## src/rtl/led_shift_pkg.sv

```systemverilog
// led_shift_pkg: encodings, default dividers and FSM type shared by the LED tick generator and shifter
package led_shift_pkg;
  localparam logic [1:0] SEL_100MS = 2'd0;
  localparam logic [1:0] SEL_10MS  = 2'd1;
  localparam logic [1:0] SEL_1MS   = 2'd2;
  localparam logic [1:0] SEL_100US = 2'd3;
  localparam int DIV0_DEF    = 5000000;
  localparam int DIV1_DEF    = 500000;
  localparam int DIV2_DEF    = 50000;
  localparam int DIV3_DEF    = 5000;
  localparam int DEB_CYC_DEF = 1000;
  localparam logic [1:0] MODE_SHIFT_L = 2'd0;
  localparam logic [1:0] MODE_SHIFT_R = 2'd1;
  localparam logic [1:0] MODE_BOUNCE  = 2'd2;
  typedef enum logic [1:0] {ST_INIT, ST_RUN, ST_RESTART} tick_state_t;
  function automatic int simfast_div(input int d);
    return (d / 1000 < 2) ? 2 : d / 1000;
  endfunction
endpackage

```

## src/rtl/sw_debounce.sv

```systemverilog
// sw_debounce: two-flop synchronizer plus stable-run counter; upd pulses combinationally on the accepting edge
module sw_debounce #(
  parameter int WIDTH   = 2,
  parameter int DEB_CYC = 1000
) (
  input  logic             clk,
  input  logic             reset,
  input  logic [WIDTH-1:0] sw,
  output logic [WIDTH-1:0] out,
  output logic             upd
);
  localparam int CW = $clog2(DEB_CYC);
  logic [WIDTH-1:0] s1, s2, s2_q;
  logic [CW-1:0] cnt;
  logic clr;
  assign clr = (s2 != s2_q) || (s2 == out);
  assign upd = !clr && (cnt == CW'(DEB_CYC - 2));
  always_ff @(posedge clk or negedge reset)
    if (!reset) begin
      s1   <= '0;
      s2   <= '0;
      s2_q <= '0;
      cnt  <= '0;
      out  <= '0;
    end else begin
      s1   <= sw;
      s2   <= s1;
      s2_q <= s2;
      cnt  <= clr ? '0 : cnt + 1'b1;
      if (upd) out <= s2;
    end
endmodule

```

## src/rtl/led_step_tick_gen.sv

```systemverilog
// led_step_tick_gen: debounced sel/mode plus one-cycle step and restart pulses for the LED shifter.
// Define LED_TICK_SIMFAST_EN to divide every DIVn by 1000 (min 2) and force a 4-cycle debounce.
module led_step_tick_gen
  import led_shift_pkg::*;
#(
  parameter int DIV0    = DIV0_DEF,
  parameter int DIV1    = DIV1_DEF,
  parameter int DIV2    = DIV2_DEF,
  parameter int DIV3    = DIV3_DEF,
  parameter int DEB_CYC = DEB_CYC_DEF,
  parameter int CNT_W   = 23
) (
  input  logic       clk,
  input  logic       reset,
  input  logic [1:0] sel_sw,
  input  logic [1:0] mode_sw,
  input  logic       hold,
  output logic [1:0] sel,
  output logic [1:0] mode,
  output logic       step,
  output logic       restart
);
`ifdef LED_TICK_SIMFAST_EN
  localparam int D0  = simfast_div(DIV0);
  localparam int D1  = simfast_div(DIV1);
  localparam int D2  = simfast_div(DIV2);
  localparam int D3  = simfast_div(DIV3);
  localparam int DEB = 4;
`else
  localparam int D0  = DIV0;
  localparam int D1  = DIV1;
  localparam int D2  = DIV2;
  localparam int D3  = DIV3;
  localparam int DEB = DEB_CYC;
`endif
  tick_state_t state, state_d;
  logic [CNT_W-1:0] cnt, cnt_d, lim;
  logic sel_upd, mode_upd, chg, run, step_d, restart_d;
  sw_debounce #(.WIDTH(2), .DEB_CYC(DEB)) u_sel_deb (
    .clk(clk), .reset(reset), .sw(sel_sw), .out(sel), .upd(sel_upd)
  );
  sw_debounce #(.WIDTH(2), .DEB_CYC(DEB)) u_mode_deb (
    .clk(clk), .reset(reset), .sw(mode_sw), .out(mode), .upd(mode_upd)
  );
  assign lim = (sel == SEL_100MS) ? CNT_W'(D0 - 1) :
               (sel == SEL_10MS)  ? CNT_W'(D1 - 1) :
               (sel == SEL_1MS)   ? CNT_W'(D2 - 1) : CNT_W'(D3 - 1);
  // a debounced change pre-empts a coincident terminal count, so that step is dropped
  always_comb begin
    chg       = sel_upd | mode_upd;
    restart_d = (state == ST_INIT) || (state == ST_RUN && chg);
    run       = (state == ST_RUN) && !chg && !hold;
    step_d    = run && (cnt == lim);
    cnt_d     = (state != ST_RUN || chg) ? '0 : !run ? cnt : step_d ? '0 : cnt + 1'b1;
    state_d   = restart_d ? ST_RESTART : ST_RUN;
  end
  always_ff @(posedge clk or negedge reset)
    if (!reset) begin
      state   <= ST_INIT;
      cnt     <= '0;
      step    <= 1'b0;
      restart <= 1'b0;
    end else begin
      state   <= state_d;
      cnt     <= cnt_d;
      step    <= step_d;
      restart <= restart_d;
    end
endmodule

```

## config.mk

```make
export PLATFORM = sky130hd
export DESIGN_NAME = led_step_tick_gen
export DESIGN_NICKNAME = d
export VERILOG_FILES = /design/src/rtl/led_shift_pkg.sv /design/src/rtl/sw_debounce.sv /design/src/rtl/led_step_tick_gen.sv
export SDC_FILE = /design/constraint.sdc
export NUM_CORES = 1
export LEC_CHECK = 0
export CAP_MARGIN = 10
export CELL_PAD_IN_SITES_DETAIL_PLACEMENT = 1
export CELL_PAD_IN_SITES_GLOBAL_PLACEMENT = 1
export CORE_AREA = 2 2 92 94
export CTS_CLUSTER_DIAMETER = 120
export DETAILED_ROUTE_END_ITERATION = 16
export DIE_AREA = 0 0 94 96
export HOLD_SLACK_MARGIN = 0.1
export PLACE_DENSITY_LB_ADDON = 0.1
export SETUP_SLACK_MARGIN = 0.5
export SYNTH_ARGS = -nofsm -noshare
export SYNTH_HDL_FRONTEND = slang
export SYNTH_SLANG_ARGS = --single-unit
```

## constraint.sdc

```tcl
create_clock -name clk -period 7.8 [get_ports clk]
set_input_delay 1.56 -clock clk [delete_from_list [all_inputs] [get_ports clk]]
set_output_delay 1.56 -clock clk [all_outputs]
set_load 0.05 [all_outputs]
```

==> results.cfg <==
[outcome]
status = complete, no violations

[floorplan]
ios = 13
dieArea_um2 = 9024
die_w_um = 94
start_util_pct = 39.08
rows = 33
die_h_um = 96
core-area_um2 = 8051

[clock_tree]
clkTransAtPathRegs_ns = 0.07
clkSinkCount = 62
cts_resized = 0
clock_path_buffers = 2
cts.htree.levels = 3
postCtsHoldBufs = 0
clock_latency_ns = 0.35
cts_buffers = 9
cts_tree = yes
cts-root-buf = clkbuf_8
cts_setup_buffers = 0

[power_and_ir_drop]
p_leak_uw = 0.001544
powerDensity_nw_per_um2 = 213.8
irDropWorstVdd_mv = 0.08768

[routing]
first_pass_iters = 4
drtIter0Drc = 85
ant_nets = 0
wl_per_cell_um = 16.31
viasPerCell = 5.375
drt-total-wl_mm = 7.225
drcViolationCount = 0
vias = 2381

[timing]
hold_violations = 0
post-route-period-util_pct = 41.80
slew_violations = 0
worstMarginPinSlew_ns = 0.9478
rsz0062_at_grt = no
setup-tns-final_ns = 0
finalSetupViolCount = 0
fmax_ghz = 0.3067
fin_skew_ns = 0.01359
slew_headroom_pct = 36.53
fin_crit_ns = 3.260
timing.final.ws_setup_ns = 4.540

[setup_path]
cp_max_fo = 7
path_cells = clkdlybuf4s50_1
critical_path_arrival_ns = 1.70
critPathCaptureType = primary output
cp-start-kind = flip-flop
slowest_stage = clkdlybuf4s50_1
critical_path_class = flip-flop to primary output
required_ns = 6.24
critPathBufInv = 1
critPathMaxStageDelay_ns = 0.86
cp_top_family = buffers and inverters

[synthesis]
ys_warn_count = 0
synth_edf_count = 0
synthCells = 321
ys_top_cells_by_count = 62 x dfrtp_1, 33 x nor2_1, 29 x nand2_1
synth_seq_cells = 62
synth_top_area_cell = dfrtp_1
synth_top_area_share_pct = 49.30
synth.avg_cell_area_um2 = 9.803
yosysMostFrequentCell = dfrtp_1
netlist_top_cells_area = dfrtp_1 49%, xor2_1 5.3%, xnor2_1 4.7%, nand3_1 4.3%, a31oi_1 4.2%
synth_nets = 338
synth_async_sr_flop_share_pct = 100.0
synth-main-ff-cell = dfrtp_1
ys_seq_area_share_pct = 49.30
syn_area_um2 = 3147
ys_types = 40

[placed_design]
dpl_cell_area_um2 = 3351
dpl.hpwl_mm = 4.798
port_buffers = 12
dp_slack_ns = 4.471
gp_congestion = 0.7670

[finish]
syn_to_final_growth_pct = 14.47
layout.nets = 350
fill_cells = 902
n_antenna_cell = 0
final_area_um2 = 3602
drive_above_1_share_pct = 8.284
multi_input_area_um2 = 1493
regArea_um2 = 1551

[worst_hold_path]
hp-class = flip-flop to flip-flop

[global_routing]
grtUsageTotal_pct = 17.74
grt_pass1_vias = 2431
grt_overflow = 0
grt_pass1_wl_mm = 12.36
grt_max_degree = 63
antenna_found_initial = 0

[run]
max-cap-violations = 0
-- per-layer routing --
layer | up-vias | GRT usage (%) | wire (µm) | share of wire [%]
met3 | 7 | 2.897 | 221 | 3.1
met5 | - | 0 | 0 | 0
met4 | 0 | 6.884 | 74 | 1.0
li1 | 1160 | - | - | -
met1 | 1181 | 24.63 | 3468 | 48
met2 | 33 | 27.92 | 3461 | 48
-- flip-flops by register name, summed over array words and instances, names as in the netlist --
signal,flops
u_sel_deb.cnt,10
u_sel_deb.s2,2
u_sel_deb.s2_q,2
u_mode_deb.s1,2
u_mode_deb.out,2
u_sel_deb.out,2
cnt,23
step,1
restart,1
u_mode_deb.s2,2
u_mode_deb.cnt,10
u_sel_deb.s1,2
state,1
u_mode_deb.s2_q,2
-- worst reg2reg max path, cell delays in order, from the launching register on --
cell and delay (ns):
dfrtp_1 0.50, inv_1 0.13, ha_1 0.33, or4_1 0.50, a22oi_1 0.19, nand4_1 0.13, or3_1 0.44, buf_4 0.27
nand2_1 0.31, o211ai_1 0.16
-- cell usage in the layout (no fill, tap or decap), types with 3 or more instances in the layout --
| cell | n |
|---|---|
| ha_1 | 10 |
| and3_1 | 11 |
| a31oi_1 | 21 |
| xnor2_1 | 17 |
| inv_6 | 3 |
| inv_1 | 8 |
| nor3_1 | 5 |
| nand3_1 | 27 |
| nand2b_1 | 3 |
| or3_1 | 4 |
| buf_4 | 4 |
| nand2_1 | 29 |
| clkdlybuf4s50_1 | 11 |
| xor2_1 | 19 |
| nand4_1 | 7 |
| nor2_1 | 33 |
| o21ai_0 | 9 |
| nand3b_1 | 8 |
| clkbuf_8 | 9 |
| bufinv_16 | 3 |
| a21oi_1 | 4 |
| o211ai_1 | 3 |
| dfrtp_1 | 62 |
-- cell families after synthesis --
group,share of synthesized area [%]
and+or+nand+nor,23.18
DFF,49.30
AOI/OAI and AO/OA,9.146
xor gates and xnor gates,10.02
buffers and inverters,3.658
adders and majority gates,3.976
muxes,0.7157
-- report_power, final --
part | switching (µW) | total [µW] | leakage [µW] | internal (µW)
clock | 144 | 362 | 0.000127 | 218
combinational | 29.0 | 51.1 | 0.000593 | 22.1
sequential | 20.3 | 357 | 0.000824 | 337
-- layout make-up --
cell class                      instances  share of cell area [%]
Tap cell                              105                   3.647
Sequential cell                        62                   43.07
Clock buffer                            9                   3.439
Clock inverter                          7                   3.543
Multi-Input combinational cell        236                   41.44
Timing Repair Buffer                   16                   4.029
Inverter                                8                  0.8336
-- per-stage QoR --
| stage | power (µW) | utilization, % | hold WS, ns | std cells |
|---|---|---|---|---|
| after floorplan | 392.2 | - | 0.3312 | 321 |
| after global placement | 412.8 | 41.62 | 0.3330 | 427 |
| after detailed placement | 415.2 | 41.62 | 0.3372 | 427 |
| after CTS | 783.9 | 44.74 | 0.3572 | 443 |
| after global routing | 806.3 | 44.74 | 0.3591 | 443 |
| final | 770.2 | 44.74 | 0.3531 | 443 |
-- worst paths after layout --
check / start / end / slack [ns] / cells past startpoint
max in group asynchronous: reset / cnt[4]$_DFFE_PN0P_ / 5.91 / 2
hold reg to reg: u_sel_deb.s1[0]$_DFF_PN0_ / u_sel_deb.s2[0]$_DFF_PN0_ / 0.35 / 0
setup / recovery: u_sel_deb.out[0]$_DFFE_PN0P_ / sel[0] / 4.54 / 1
hold / removal: u_sel_deb.s1[0]$_DFF_PN0_ / u_sel_deb.s2[0]$_DFF_PN0_ / 0.35 / 0
min in group asynchronous: reset / u_mode_deb.out[1]$_DFFE_PN0P_ / 1.37 / 2
setup reg to reg: u_sel_deb.out[0]$_DFFE_PN0P_ / cnt[12]$_DFFE_PN0P_ / 4.72 / 9
Note: power is estimated with default switching activity, not from simulation.
